===== src/rtl/jtag_ir_dr_mux.sv =====
// -----------------------------------------------------------------------------
// jtag_ir_dr_mux
//
// JTAG instruction register and TDO path. Holds the IR shift and update
// registers, the BYPASS register and a channel decoder that selects one of
// NUM_CH external data registers. TDO and its output enable are retimed on the
// falling edge of TCK.
//
// Parameters
//   IR_BITS      instruction register width (at least 2)
//   NUM_CH       number of external data-register channels
//   CH_CODES     flat code table; channel i code at [i*IR_BITS +: IR_BITS]
//   RESET_INSTR  instruction selected after reset / Test-Logic-Reset
//
// Ports
//   TCK, TRST          test clock, asynchronous active-low reset
//   TDI                serial data in
//   Test_Logic_Reset,
//   Capture_IR, Shift_IR, Update_IR,
//   Capture_DR, Shift_DR  TAP controller state strobes
//   dr_shift_in        TDO-side bit of each external data register
//   instr_out          current instruction
//   dr_sel             one-hot selected channel (zero when BYPASS selected)
//   bypass_sel         BYPASS register selected
//   TDO, tdo_en        test data out and its enable
// -----------------------------------------------------------------------------
module jtag_ir_dr_mux #(
    parameter int                         IR_BITS     = 5,
    parameter int                         NUM_CH      = 4,
    parameter logic [NUM_CH*IR_BITS-1:0]  CH_CODES    = {5'h17, 5'h11, 5'h10, 5'h01},
    parameter logic [IR_BITS-1:0]         RESET_INSTR = 5'h01
) (
    input  logic               TCK,
    input  logic               TRST,
    input  logic               TDI,
    input  logic               Test_Logic_Reset,
    input  logic               Capture_IR,
    input  logic               Shift_IR,
    input  logic               Update_IR,
    input  logic               Capture_DR,
    input  logic               Shift_DR,
    input  logic [NUM_CH-1:0]  dr_shift_in,
    output logic [IR_BITS-1:0] instr_out,
    output logic [NUM_CH-1:0]  dr_sel,
    output logic               bypass_sel,
    output logic               TDO,
    output logic               tdo_en
);

    localparam logic [IR_BITS-1:0] ALL_ONES   = {IR_BITS{1'b1}};
    // Capture pattern: the mandatory 2'b01 in the two LSBs, zeros above.
    localparam logic [IR_BITS-1:0] IR_CAPTURE = {{(IR_BITS-2){1'b0}}, 2'b01};

    logic [IR_BITS-1:0] r_ir_sr;
    logic [IR_BITS-1:0] r_instr;
    logic               r_bypass;
    logic               r_tdo;
    logic               r_tdo_en;

    logic [NUM_CH-1:0]  w_dr_sel;
    logic               w_hit;
    logic               w_dr_bit;

    // IR shift register: capture has priority over shift, LSB leaves first.
    always_ff @(posedge TCK or negedge TRST) begin
        if (!TRST) begin
            r_ir_sr <= IR_CAPTURE;
        end else if (Capture_IR) begin
            r_ir_sr <= IR_CAPTURE;
        end else if (Shift_IR) begin
            r_ir_sr <= {TDI, r_ir_sr[IR_BITS-1:1]};
        end else begin
            r_ir_sr <= r_ir_sr;
        end
    end

    // IR update register: Test-Logic-Reset overrides a simultaneous update.
    always_ff @(negedge TCK or negedge TRST) begin
        if (!TRST) begin
            r_instr <= RESET_INSTR;
        end else if (Test_Logic_Reset) begin
            r_instr <= RESET_INSTR;
        end else if (Update_IR) begin
            r_instr <= r_ir_sr;
        end else begin
            r_instr <= r_instr;
        end
    end

    // Channel decode: lowest matching index wins; all-ones always means BYPASS,
    // so table entries that are all-ones can never be selected.
    always_comb begin
        w_dr_sel = '0;
        w_hit    = 1'b0;
        if (r_instr != ALL_ONES) begin
            for (int i = 0; i < NUM_CH; i++) begin
                if (!w_hit &&
                    (CH_CODES[i*IR_BITS +: IR_BITS] == r_instr) &&
                    (CH_CODES[i*IR_BITS +: IR_BITS] != ALL_ONES)) begin
                    w_dr_sel[i] = 1'b1;
                    w_hit       = 1'b1;
                end else begin
                    w_dr_sel[i] = w_dr_sel[i];
                end
            end
        end else begin
            w_hit = 1'b0;
        end
    end

    // BYPASS register, only clocked while it is the selected data register.
    always_ff @(posedge TCK or negedge TRST) begin
        if (!TRST) begin
            r_bypass <= 1'b0;
        end else if (!w_hit && Capture_DR) begin
            r_bypass <= 1'b0;
        end else if (!w_hit && Shift_DR) begin
            r_bypass <= TDI;
        end else begin
            r_bypass <= r_bypass;
        end
    end

    // Serial bit of the selected data register.
    assign w_dr_bit = w_hit ? (|(dr_shift_in & w_dr_sel)) : r_bypass;

    // TDO retiming: IR path wins if both shift strobes are (illegally) high.
    always_ff @(negedge TCK or negedge TRST) begin
        if (!TRST) begin
            r_tdo <= 1'b0;
        end else if (Shift_IR) begin
            r_tdo <= r_ir_sr[0];
        end else if (Shift_DR) begin
            r_tdo <= w_dr_bit;
        end else begin
            r_tdo <= r_tdo;
        end
    end

    // Output enable, aligned with the TDO update edge.
    always_ff @(negedge TCK or negedge TRST) begin
        if (!TRST) begin
            r_tdo_en <= 1'b0;
        end else begin
            r_tdo_en <= Shift_IR | Shift_DR;
        end
    end

    assign instr_out  = r_instr;
    assign dr_sel     = w_dr_sel;
    assign bypass_sel = ~w_hit;
    assign TDO        = r_tdo;
    assign tdo_en     = r_tdo_en;

endmodule


===== config.mk =====
export PLATFORM = sky130hd
export DESIGN_NAME = jtag_ir_dr_mux
export DESIGN_NICKNAME = d
export VERILOG_FILES = /design/src/rtl/jtag_ir_dr_mux.sv
export SDC_FILE = /design/constraint.sdc
export NUM_CORES = 1
export LEC_CHECK = 0
export CAP_MARGIN = 20
export CORE_UTILIZATION = 37
export DETAILED_ROUTE_END_ITERATION = 6
export PLACE_DENSITY = 0.84
export SYNTH_ARGS = -nofsm -noshare
export SYNTH_HDL_FRONTEND = slang
export SYNTH_SLANG_ARGS = --single-unit

===== constraint.sdc =====
create_clock -name TCK -period 1.73 [get_ports TCK]
set_clock_uncertainty 0.2 [all_clocks]
set_input_delay 0.346 -clock TCK [delete_from_list [all_inputs] [get_ports TCK]]
set_output_delay 0.346 -clock TCK [all_outputs]
set_load 0.005 [all_outputs]

======== After elaboration in Yosys (flattened, before gate mapping) ========
Cells that the tools add are included.
storage, ports and cells
  word-level logic and storage cells ...... 48
  register bits after elaboration ......... 13
  output and inout bits ................... 12
  input bits .............................. 13
operators by class
  bitwise logic cells ..................... 3
  mux-type cells .......................... 21
  reduce and logical (&&, ||, !) cells .... 14
  equality and inequality tests ........... 5
operator list
  operator                                                         count
  5-bit two-way mux                                                4
  1-bit two-way mux                                                16
  5-bit == test (first input constant)                             3
  2-bit nonzero test                                               4
  1-bit by 5-bit == test with 1-bit output (first input constant)  1
  1-bit logical AND                                                5
  5-bit inequality test (second input constant)                    1
  4-bit bitwise AND                                                1
  1-bit zero test                                                  4
  4-bit two-way mux                                                1
  4-bit OR reduction                                               1
  1-bit NOT                                                        1
  1-bit OR                                                         1

======== Depth between registers and ports, before layout ========
Gate-level depths: netlist of the first run.
  word-level depth ........................ 20
  depth in mapped cells ................... 5
  mapped depth without buffers ............ 4

==> results of run 1 <==
## what timing repair did
action                     in CTS  in global routing
hold buffers                    0                  0
resized for setup              95                  8
setup buffers                  13                  7
pin swaps                      10                 10
setup endpoints to repair      20                 20
## cells in the mapped netlist
library cell / instances
o22ai_1: 2
mux2i_1: 9
a2111oi_0: 1
and2_1: 1
nor2_1: 13
dfstp_2: 2
o211a_2: 1
dfrtp_1: 5
or2b_2: 1
dfrtn_1: 6
a211o_1: 1
inv_1: 7
or4b_1: 1
o32ai_1: 1
a21oi_1: 1
nand2_1: 3
a31oi_1: 1
clkbuf_1: 2
nand3_1: 1
o211ai_1: 1
or4b_4: 1
## per-layer routing
metal | share of wire | GRT usage | up-vias
met4 | 0.022 | 0.176 | 0
met2 | 0.53 | 0.391 | 25
met5 | 0 | 0 | -
li1 | - | - | 337
met3 | 0.036 | 0.0383 | 4
met1 | 0.41 | 0.301 | 348
## cell type report
| class | count | area, sq um | share of cell area |
|---|---|---|---|
| inverters | 6 | 25.0 | 0.0198 |
| clock inverters | 1 | 3.75 | 0.00297 |
| flip-flops and latches | 13 | 328 | 0.260 |
| well taps | 16 | 20.0 | 0.0159 |
| multi-input cells | 39 | 338 | 0.268 |
| repair buffers | 59 | 522 | 0.413 |
| clock buffers | 4 | 26.3 | 0.0208 |
## through the flow
step,instance area [sq um],TNS [ps]
final,1260,-12980
after floorplan,687,-6780
after CTS,1210,-12470
after global placement,1030,-17600
after detailed placement,1030,-18090
after global routing,1260,-13660
## worst register-to-register path, stage by stage (launching register included)
cell     delay, ps
dfstp_2        540
or4b_4         500
o211a_4        180
buf_4          140
a31oi_1        160
o22ai_1        100
## cell families after synthesis
group,after synthesis,share of synthesized area
buffers and inverters,9,0.0542
flip-flops,13,0.526
AO/OA/AOI/OAI,9,0.108
multiplexers,9,0.145
AND/OR/NAND/NOR,21,0.167
## flip-flops by register name, indices dropped and copies added (netlist names)
name / flops
instr_out: 5
r_ir_sr: 5
TDO: 1
r_bypass: 1
tdo_en: 1
## final timing paths
path                         startpoint           end
setup / recovery           instr_out[0]    bypass_sel
hold / removal                     TRST    r_ir_sr[1]
setup reg to reg           instr_out[0]      r_bypass
hold reg to reg              r_ir_sr[2]    r_ir_sr[2]
max in group asynchronous          TRST  instr_out[4]
min in group TCK               Shift_DR      r_bypass
## power breakdown
group	internal [uW]	switching, uW	total [uW]
sequential	327	12.0	339
clock	92.6	107	199
combinational	116	86.7	202
==> flow_summary.yaml, run 1 <==
clock_tree:
  clk_pin_slew_ps: 80
  cts_sinks: 13
  root_buffer: "clkbuf_4"
  cts_buffer_depth: 2
  insertion_delay_ps: 330
  cts_made_buffers: 3
  h-tree-depth: 1
  cts_tree: "built"
die:
  die-area_sq_mm: 0.00185
  fp.dieH_um: 43.0
  start_util: 0.404
  core_area_sq_mm: 0.00154
  io_pins: 25
  die_w_um: 43.0
  rows: 14
sta:
  grt_setup_unrepaired: "yes"
  worst_pin_slew_ps: 319
  slew_headroom: 0.787
  hold_viol: 0
  timing.hold.ws_ps: 285
  fin_ws_ps: -1340
  drv_slew: 0
  setup_viol: 19
layout:
  final_common_cell: "buf_6"
  final_cell_mix: "22 x buf_6, 21 x buf_4, 9 x nor2_1"
  drive_gt1_frac: 0.590
  nets: 136
  stdcell_count: 138
  insertedDiodeCount: 0
  final_util: 0.819
  area_delta_synth_final_pct: 103
  n_fill_cell: 98
placed_design:
  gp_congestion: 0.729
  hpwl_um: 1260
  dpl_worst_slack_ps: -1320
  placedCellCount: 117
  port_buffers: 24
critical_path:
  crit_type: "reg -> out"
  worstSetupEndpointType: "output pin"
  cp-start-kind: "register"
  cp.depth: 3
  r2r_cells: 5
  arrival_ps: 2530
  crit_family: "flip-flops"
  crit_fanout: 3
  cp.required_ps: 1180
  cp_slowest_stage_delay_ps: 540
  worst-r2r-setup-slack_ps: -1110
  cp_num_buf_inv: 1
  crit_chain: "or4b_4 > o211a_4 > buf_6"
  cp_slowest_cell: "dfstp_2"
drt:
  drc_errors: 0
  viasPerCell: 5.17
  drt_pass1_iterations: 5
  wl_um: 2250
  ant_nets: 0
  vias: 714
  wire_per_inst_um: 16.3
  dr.first_iter.drc_count: 9
grt:
  grt_pass1_wl_um: 3150
  grt_usage: 0.246
  grt_max_degree: 8
  grt_overflow_total: 0
  antenna_found_initial: 0
  grt_pass1_vias: 690
pwr:
  power_uw: 740
  vdd_drop_max_mv: 0.641
  power_per_cell_area_mw_per_mm2: 586
  power_leakage_uw: 0.000647
synthesis:
  yosysWarnings: 0
  ys_seq_area_frac: 0.526
  yosys.area.top_type_share: 0.241
  syn_area_sq_um: 623
  yosys-top-cells-area: "dfrtn_1 24%, dfrtp_1 20%, mux2i_1 14%"
  synth.distinct_cells: 21
  synth.avg_cell_area_sq_um: 10.2
  synthCells: 61
  yosysTopAreaCell: "dfrtn_1"
  ys_ff_latch: 13
  syn_nets: 74
hold_path:
  hp-class: "in -> async"
outcome:
  status: "complete, but fails checks"
  violations: "setup timing"
run:
  max_cap_viol_count: 0
(Power assumes the default switching activity.)
==> run 2, diff against run 1 <==
--- a/config.mk
+++ b/config.mk
@@ -9,6 +9,7 @@
 export CORE_UTILIZATION = 37
 export DETAILED_ROUTE_END_ITERATION = 6
 export PLACE_DENSITY = 0.84
+export SKIP_LAST_GASP = 1
 export SYNTH_ARGS = -nofsm -noshare
 export SYNTH_HDL_FRONTEND = slang
 export SYNTH_SLANG_ARGS = --single-unit
==> run 2 against run 1 <==
  * The run still ends with setup timing left
  * Final cell count unchanged
  * Die area unchanged
  * Combinational power about the same
==> flow_summary.yaml, run 2 (synthesis results as in run 1) <==
drt:
  ant_nets: 0
  drc_errors: 0
  viasPerCell: 5.12
  vias: 707
  drt_pass1_iterations: 4
  wire_per_inst_um: 17.3
  wl_um: 2390
  dr.first_iter.drc_count: 10
critical_path:
  crit_chain: "or4b_4 > o211a_4 > buf_6"
  cp_num_buf_inv: 1
  cp.required_ps: 1180
  crit_type: "reg -> out"
  cp-start-kind: "register"
  crit_start: "instr_out[0]"
  crit_family: "flip-flops"
  cp_slowest_cell: "dfstp_2"
  cp_slowest_stage_delay_ps: 540
  arrival_ps: 2520
  r2r-start: "instr_out[0]"
  crit_fanout: 3
  worstSetupEndpointType: "output pin"
grt:
  antenna_found_initial: 0
  grt_pass1_vias: 708
  grt_pass1_wl_um: 3280
  grt_usage: 0.256
  grt_overflow_total: 0
  grt_max_degree: 8
sta:
  hold_viol: 0
  drv_slew: 0
  grt_setup_unrepaired: "yes"
  slew_headroom: 0.788
  fin_ws_ps: -1340
  worst_pin_slew_ps: 318
  setup_viol: 19
clock_tree:
  root_buffer: "clkbuf_4"
  cts_tree: "built"
  cts_sinks: 13
  clk_pin_slew_ps: 80
  cts_buffer_depth: 2
  cts_made_buffers: 3
  insertion_delay_ps: 330
  h-tree-depth: 1
die:
  die-area_sq_mm: 0.00185
  core_area_sq_mm: 0.00154
  io_pins: 25
  rows: 14
  start_util: 0.404
  fp.dieH_um: 43.0
  die_w_um: 43.0
pwr:
  clkPwrFrac: 0.272
  pwr-share-comb: 0.272
  power_per_cell_area_mw_per_mm2: 592
  power_uw: 743
  pwr-share-seq: 0.456
  power_leakage_uw: 0.000650
  vdd_drop_max_mv: 0.642
  p_int_uw: 534
  p_switching_uw: 209
  switching_share: 0.281
layout:
  final_common_cell: "buf_6"
  nets: 136
  insertedDiodeCount: 0
  stdcell_count: 138
  area_delta_synth_final_pct: 101
  drive_gt1_frac: 0.598
  final_cell_mix: "22 x buf_6, 20 x buf_4, 9 x nor2_1"
placed_design:
  port_buffers: 24
  gp_congestion: 0.729
  placedCellCount: 117
  hpwl_um: 1260
outcome:
  status: "complete, but fails checks"
  violations: "setup timing"
run:
  max_cap_viol_count: 0
hold_path:
  hp-class: "in -> async"
==> run 2: cell count changes in the layout (fill, tap and decap cells not counted), sizes merged <==
cell         change
clkbuf           +1
dlygate4sd2      -1
==> run 2: metal layers <==
metal	track usage	share of wire	vias to the layer above	routed length [um]
met5	0	0	-	0
met4	0.176	0.031	0	74
met3	0.0468	0.028	6	68
met2	0.418	0.54	18	1300
met1	0.301	0.40	350	953
li1	-	-	333	-
==> run 2: worst paths after layout <==
check / endpoint / slack [ps] / cells past startpoint
max reg2reg: r_bypass / -1110 / 5
min: r_ir_sr[3] / 300 / 2
min in group TCK: r_bypass / 310 / 4
max: bypass_sel / -1340 / 3
min reg2reg: r_ir_sr[2] / 380 / 2
max in group asynchronous: instr_out[2] / 140 / 2
==> run 2: cell type report <==
| class | instances | area [sq um] |
|---|---|---|
| Multi-Input combinational cell | 39 | 335 |
| Timing Repair Buffer | 59 | 515 |
| Clock inverter | 1 | 3.75 |
| Sequential cell | 13 | 328 |
| Fill cell | 92 | 288 |
| Tap cell | 16 | 20.0 |
| Inverter | 6 | 25.0 |
| Clock buffer | 4 | 26.3 |
==> run 2: metrics by stage <==
stage	hold slack [ps]	setup slack, ps	cell area (sq um)	setup TNS, ps	utilization
after floorplan	-150	-864	687	-6780	-
after global placement	331	-1300	1030	-17600	0.670
after detailed placement	364	-1320	1030	-18090	0.670
after CTS	283	-1320	1190	-12500	0.775
after global routing	290	-1370	1250	-13810	0.813
final	296	-1340	1250	-13140	0.813
==> run 2: what timing repair did <==
item,4_1_cts,5_1_grt
resized for setup,93,11
pin swaps,10,8
endpoints found under the setup margin,20,20
setup buffers,13,6
hold buffers,0,0
==> run 2: power groups by stage <==
stage	clock [uW]	combinational, uW	sequential (uW)
final	202	202	339
after global routing	218	214	342
after CTS	204	181	337
after detailed placement	7.23	158	344
after global placement	7.23	155	343
after floorplan	7.23	69.6	343
